**config.mk**
```make
export PLATFORM = sky130hd
export DESIGN_NAME = ow_bus_arbiter
export DESIGN_NICKNAME = d
export VERILOG_FILES = /design/src/rtl/ow_bus_arbiter.sv
export SDC_FILE = /design/constraint.sdc
export NUM_CORES = 1
export LEC_CHECK = 0
export BUFFER_PORTS_ARGS = -buffer_cell sky130_fd_sc_hd__buf_2
export CORE_MARGIN = 2
export CORE_UTILIZATION = 36
export DETAILED_ROUTE_END_ITERATION = 7
export PLACE_DENSITY = 0.8
export SYNTH_ARGS = -nofsm -noshare
export SYNTH_HDL_FRONTEND = slang
export SYNTH_SLANG_ARGS = --single-unit
```
**constraint.sdc**
```tcl
create_clock -name clk -period 1.8 [get_ports clk]
set_clock_uncertainty 0.15 [all_clocks]
set_input_delay 0.18 -clock clk [delete_from_list [all_inputs] [get_ports clk]]
set_output_delay 0.18 -clock clk [all_outputs]
set_load 0.005 [all_outputs]
```
**src/rtl/ow_bus_arbiter.sv**
```systemverilog
// Round-robin arbiter sharing one byte-level 1-Wire bus master between N_REQ requesters.
// Define OW_ARB_TIMEOUT_EN to build the per-grant watchdog (TIMEOUT_CYCLES).
module ow_bus_arbiter #(
  parameter int N_REQ          = 2,
  parameter int IDLE_GAP       = 2,
  parameter int TIMEOUT_CYCLES = 1000000
) (
  input  logic               clk,
  input  logic               rst,
  input  logic [N_REQ-1:0]   req,
  input  logic [N_REQ-1:0]   wr_i,
  input  logic [N_REQ-1:0]   rd_i,
  input  logic [8*N_REQ-1:0] data_i,
  output logic [N_REQ-1:0]   grant,
  output logic [N_REQ-1:0]   rd_strb_o,
  output logic [7:0]         rdata_o,
  output logic [N_REQ-1:0]   timeout_o,
  output logic               m_wr,
  output logic               m_rd,
  output logic [7:0]         m_data_o,
  input  logic               m_busy,
  input  logic               m_rd_strb,
  input  logic [7:0]         m_data_i
);

  localparam int IW = (N_REQ > 1) ? $clog2(N_REQ) : 1;
  localparam logic [1:0] S_IDLE  = 2'd0;
  localparam logic [1:0] S_GRANT = 2'd1;
  localparam logic [1:0] S_DRAIN = 2'd2;
  localparam logic [1:0] S_GAP   = 2'd3;
  localparam logic [IW-1:0] PTR_RST  = IW'(N_REQ - 1);
  localparam logic [IW:0]   NQ       = (IW+1)'(N_REQ);
  localparam logic [3:0]    GAP_LAST = 4'(IDLE_GAP - 1);

  logic [1:0]       state_q, state_d;
  logic [N_REQ-1:0] grant_q, grant_d;
  logic [IW-1:0]    ptr_q, ptr_d;
  logic [3:0]       gap_q, gap_d;

  // Rotate requests so bit 0 is the requester just after the last owner.
  logic [N_REQ-1:0] req_rot;
  logic [IW:0]      rot_amt;
  logic             pick_vld;
  logic [IW-1:0]    pick_off;
  logic [IW:0]      pick_sum;
  logic [IW:0]      pick_wrap;
  logic [IW-1:0]    pick_idx;
  logic [N_REQ-1:0] pick_oh;

  assign rot_amt = {1'b0, ptr_q} + {{IW{1'b0}}, 1'b1};
  assign req_rot = N_REQ'({req, req} >> rot_amt);

  always_comb begin
    pick_vld = 1'b0;
    pick_off = '0;
    for (int j = N_REQ - 1; j >= 0; j--) begin
      if (req_rot[j]) begin
        pick_vld = 1'b1;
        pick_off = IW'(j);
      end
    end
  end

  assign pick_sum  = rot_amt + {1'b0, pick_off};
  assign pick_wrap = (pick_sum >= NQ) ? (pick_sum - NQ) : pick_sum;
  assign pick_idx  = IW'(pick_wrap);
  assign pick_oh   = {{(N_REQ-1){1'b0}}, 1'b1} << pick_idx;

`ifdef OW_ARB_TIMEOUT_EN
  localparam logic [31:0] TO_LAST = 32'(TIMEOUT_CYCLES - 1);
  logic [31:0]      cnt_q, cnt_d;
  logic [N_REQ-1:0] timeout_q, timeout_d;
  assign timeout_o = timeout_q;
`else
  assign timeout_o = '0;
`endif

  logic arb_ok, own_req, take;
  assign arb_ok  = pick_vld & ~m_busy;
  assign own_req = |(req & grant_q);

  always_comb begin
    state_d = state_q;
    grant_d = grant_q;
    ptr_d   = ptr_q;
    gap_d   = gap_q;
    take    = 1'b0;
`ifdef OW_ARB_TIMEOUT_EN
    cnt_d     = cnt_q;
    timeout_d = '0;
`endif
    case (state_q)
      S_IDLE: take = arb_ok;
      S_GRANT: begin
        if (!own_req) begin
          grant_d = '0;
          gap_d   = '0;
          state_d = m_busy ? S_DRAIN : S_GAP;
        end
`ifdef OW_ARB_TIMEOUT_EN
        else if (cnt_q == TO_LAST) begin
          timeout_d = grant_q;
          grant_d   = '0;
          state_d   = S_DRAIN;
        end else begin
          cnt_d = cnt_q + 32'd1;
        end
`endif
      end
      S_DRAIN: begin
        if (!m_busy) begin
          gap_d   = '0;
          state_d = S_GAP;
        end
      end
      default: begin
        // The last gap cycle is also the arbitration cycle, so exactly
        // IDLE_GAP grant-free cycles separate consecutive owners.
        if (gap_q == GAP_LAST) begin
          take = arb_ok;
          if (!arb_ok) state_d = S_IDLE;
        end else begin
          gap_d = gap_q + 4'd1;
        end
      end
    endcase
    if (take) begin
      grant_d = pick_oh;
      ptr_d   = pick_idx;
      state_d = S_GRANT;
`ifdef OW_ARB_TIMEOUT_EN
      cnt_d = '0;
`endif
    end
  end

  always_ff @(posedge clk) begin
    if (rst) begin
      state_q <= S_IDLE;
      grant_q <= '0;
      ptr_q   <= PTR_RST;
      gap_q   <= '0;
`ifdef OW_ARB_TIMEOUT_EN
      cnt_q     <= '0;
      timeout_q <= '0;
`endif
    end else begin
      state_q <= state_d;
      grant_q <= grant_d;
      ptr_q   <= ptr_d;
      gap_q   <= gap_d;
`ifdef OW_ARB_TIMEOUT_EN
      cnt_q     <= cnt_d;
      timeout_q <= timeout_d;
`endif
    end
  end

  logic [7:0] data_and [N_REQ];
  logic       route_en;
  assign route_en = (state_q == S_GRANT) || (state_q == S_DRAIN);

  genvar gi;
  generate
    for (gi = 0; gi < N_REQ; gi++) begin : g_req
      assign data_and[gi]  = data_i[8*gi +: 8] & {8{grant_q[gi]}};
      assign rd_strb_o[gi] = m_rd_strb & route_en & (ptr_q == IW'(gi));
    end
  endgenerate

  always_comb begin
    m_data_o = '0;
    for (int k = 0; k < N_REQ; k++) m_data_o = m_data_o | data_and[k];
  end

  assign grant   = grant_q;
  assign m_wr    = |(wr_i & grant_q);
  assign m_rd    = |(rd_i & grant_q);
  assign rdata_o = m_data_i;

endmodule
```
==> run summary <==
The tree is rooted in a sky130_fd_sc_hd__clkbuf_4. Sorting the synthesized cells by how often they occur yields sky130_fd_sc_hd__a22o_1, sky130_fd_sc_hd__buf_4, sky130_fd_sc_hd__dfxtp_1. For the gate count of the mapped netlist, the log shows 94. The post-route netlist has 59.9% of its cells at a drive strength greater than 1.

For this run, the top clock speed supported by timing is 0.538 GHz. Clock tree synthesis found a total of 9 sinks. The total of buffers placed on input and output ports was 39.

The worst hold path begins at rst. The tools report the post-route antenna net violation count as 0. TritonCTS built the clock tree.

Buffers inserted during clock tree synthesis total 3. After routing the design area is 0.00123 mm^2. Power spread over the standard cell area amounts to 576 mW/mm^2.

Detailed routing inserted a total of 968 vias. The weighted congestion reported at the end of routability-driven placement is 0.874, and the post-detailed-route DRC marker count is 0. Detailed placement ended at an HPWL of 1.88 mm. Power comes to 710 uW. The setup path with the least slack is of type reg -> reg. Summed over all cells, the static leakage comes to 0.595 nW. The worst endpoint required time was 1.86 ns; the count of pins on the block boundary was 58.

The netlist area before placement was 788 um^2. The floorplan step defined a die boundary enclosing 0.00258 mm^2. The area added between synthesis and finish was 56.5%. The logs give 0.00108 mm^2 for the total placed instance area and 0 for the antenna diode instance count. For this run, the total global-route usage over all layers was measured as 19.5%. The maximum count of clock buffers along a single path was 2. The number of hold-slack violations in the final timing report was 0; the synthesized area divided by synthesized cell count was 8.39 um^2. The cell type with the highest aggregate area in the netlist was sky130_fd_sc_hd__dfxtp_1. For the count of yosys warnings during synthesis, the log shows 0. Adding up every negative setup slack in the final design gives -0.0897 ns. The startpoint of the worst register-to-register path is gap_q[1].

Dividing the detail-routed wire length by the instance count gives 15.5 um. The worst-case IR drop observed on VDD is 0.360 mV. Entering global routing, the biggest net connects 13 pins. The later pin in the worst-skew pair is clocked with a latency of 0.27 ns.

The most critical setup path has its startpoint at gap_q[1]. The die is 50.8 um wide. Summed over its instances, the top area cell type makes up 22.9% of the synthesized netlist area. The first global-routing pass estimated 3.76 mm of wire.

The run gives 188 as the number of nets in the layout. Setup repair after global routing could not meet its margin everywhere. The routed wire length is 2.70 mm, and the largest fanout on the critical path is 5. The endpoint kind of the worst setup timing path is a register.

The detailed router finished its first iteration with 21 violations. STA classifies the critical path startpoint as a register. The tool flagged a number of max-cap violations equal to 0. Counting flops with a built-in enable in the synthesized netlist gives 0.

For this run, asynchronously set or reset flops after synthesis account for 0%. Vertical die dimension: 50.8 um. The final critical delay including setup and external delays came out at 1.86 ns.

The checks that failed: setup timing. The number of register bits inferred by synthesis works out to 9. The region available for standard cell placement spans 0.00202 mm^2. For the number of buffers inserted for hold repair after clock tree synthesis, the log shows 0. In the post-synthesis netlist, the cell with the most instances is sky130_fd_sc_hd__a22o_1. The filler cells instantiated in the layout total 175. The count of endpoints failing setup in the final report came out at 4. The netlist uses 34 different library cells. The number of optimization iterations in the first detailed-route pass is 4.

Data on the critical path arrives at its endpoint at 1.92 ns. Once the floorplan was initialized, standard cells occupied 39.0% of the core. The initial antenna violation count was 0; the via density per instance was 5.56.

The worst path uses 103% of the clock period. Part of the Yosys area used for sequential elements: 22.9%. The most used flip-flop cell after synthesis is sky130_fd_sc_hd__dfxtp_1.

The type of the tightest min-delay check is in -> reg. The run gives 1 as the H-tree level count. For the count of pins over their slew limit, the log shows 0.

By area the synthesized netlist is led by sky130_fd_sc_hd__dfxtp_1, sky130_fd_sc_hd__a22o_1, sky130_fd_sc_hd__buf_4, sky130_fd_sc_hd__ha_1, sky130_fd_sc_hd__a21oi_1. The total overflow left after global routing is 0. For the number of global-route vias before repair, the log shows 926. The initialized floorplan defines 16 standard-cell rows. The clock transition at the registers of the reported paths works out to 0.07 ns. The flow ran to the end, but the final reports show violations. The tools report the final setup slack of the worst path as -0.0578 ns.
## where the power goes
| part | leakage [nW] | switching (mW) | total, mW | internal (mW) |
|---|---|---|---|---|
| logic | 0.504 | 0.143 | 0.312 | 0.170 |
| clock network | 0.0150 | 0.0858 | 0.172 | 0.0861 |
| registers | 0.0757 | 0.0133 | 0.226 | 0.213 |
## final cells by class
type / count / area (um^2) / share of cell area (%)
sequential: 9 / 190 / 15.4
clock buffer: 4 / 26.3 / 2.13
tap: 27 / 33.8 / 2.74
multi-input combinational: 64 / 568 / 46.0
inverter: 8 / 32.5 / 2.64
timing repair buffer: 62 / 383 / 31.0
## critical path, stage by stage, from the launching register on
cell and delay (ns):
sky130_fd_sc_hd__dfxtp_2 0.33, sky130_fd_sc_hd__inv_2 0.06, sky130_fd_sc_hd__ha_4 0.12, sky130_fd_sc_hd__or3b_4 0.38, sky130_fd_sc_hd__a211o_4 0.37, sky130_fd_sc_hd__or2_1 0.24, sky130_fd_sc_hd__a21oi_2 0.14
## worst paths after layout
kind / slack, ns / depth (start not counted) / endpoint
worst min register to register: 0.38 / 2 / state_q[1]
worst max-delay path: -0.06 / 6 / grant[1]
worst min-delay path: 0.08 / 2 / gap_q[1]
worst max register to register: -0.06 / 6 / grant[1]
## kinds of logic after synthesis
group / count (synthesis) / synth area share (%)
AOI/OAI and AO/OA: 35 / 35.6
adders and majority gates: 7 / 10.8
buffers and inverters: 22 / 15.2
DFF: 9 / 22.9
muxes: 1 / 1.27
other: 1 / 0.476
and+or+nand+nor: 19 / 13.8
## state kept, by name (all words and copies together) (netlist names)
| name | count |
|---|---|
| gap_q | 4 |
| grant | 2 |
| state_q | 2 |
| ptr_q | 1 |
## layer usage
layer | routed length [um] | global-route usage (%) | vias to the layer above
met3 | 230 | 4.17 | 19
li1 | - | - | 445
met4 | 131 | 10.4 | 0
met5 | 0 | 0 | -
met1 | 958 | 17.4 | 442
met2 | 1380 | 39.5 | 62
## placed cells by master, fill, tap and decap left out, types with 2 or more instances in the layout
cell                       instances
sky130_fd_sc_hd__nor2_1            3
sky130_fd_sc_hd__nand3_2           2
sky130_fd_sc_hd__nand2_1           2
sky130_fd_sc_hd__buf_2            39
sky130_fd_sc_hd__o211ai_1          3
sky130_fd_sc_hd__dfxtp_1           5
sky130_fd_sc_hd__inv_2             2
sky130_fd_sc_hd__dfxtp_2           2
sky130_fd_sc_hd__a31oi_1           2
sky130_fd_sc_hd__buf_6             4
sky130_fd_sc_hd__dfxtp_4           2
sky130_fd_sc_hd__a22o_1           11
sky130_fd_sc_hd__ha_4              3
sky130_fd_sc_hd__nand3_1           3
sky130_fd_sc_hd__o41ai_2           2
sky130_fd_sc_hd__o21ai_0           2
sky130_fd_sc_hd__ha_1              2
sky130_fd_sc_hd__clkbuf_4          3
sky130_fd_sc_hd__buf_4            19
sky130_fd_sc_hd__o22ai_1           2
sky130_fd_sc_hd__conb_1            2
sky130_fd_sc_hd__inv_1             5
sky130_fd_sc_hd__a21oi_1           6
## through the flow
step | hold slack, ns | utilization, % | setup WS [ns] | instances
after floorplan | 0.245 | - | -0.00971 | 95
after global placement | 0.210 | 53.7 | -0.0178 | 164
after detailed placement | 0.210 | 53.7 | -0.0727 | 164
after CTS | 0.0815 | 57.0 | -0.00808 | 169
after global routing | 0.0964 | 61.0 | -0.0814 | 174
final | 0.0821 | 61.0 | -0.0578 | 174
## timing repair
item	CTS	global route
setup buffers	1	5
resized for setup	8	9
pin swaps	3	3
endpoints found under the setup margin	8	10
Note: power is estimated with default switching activity, not from simulation.
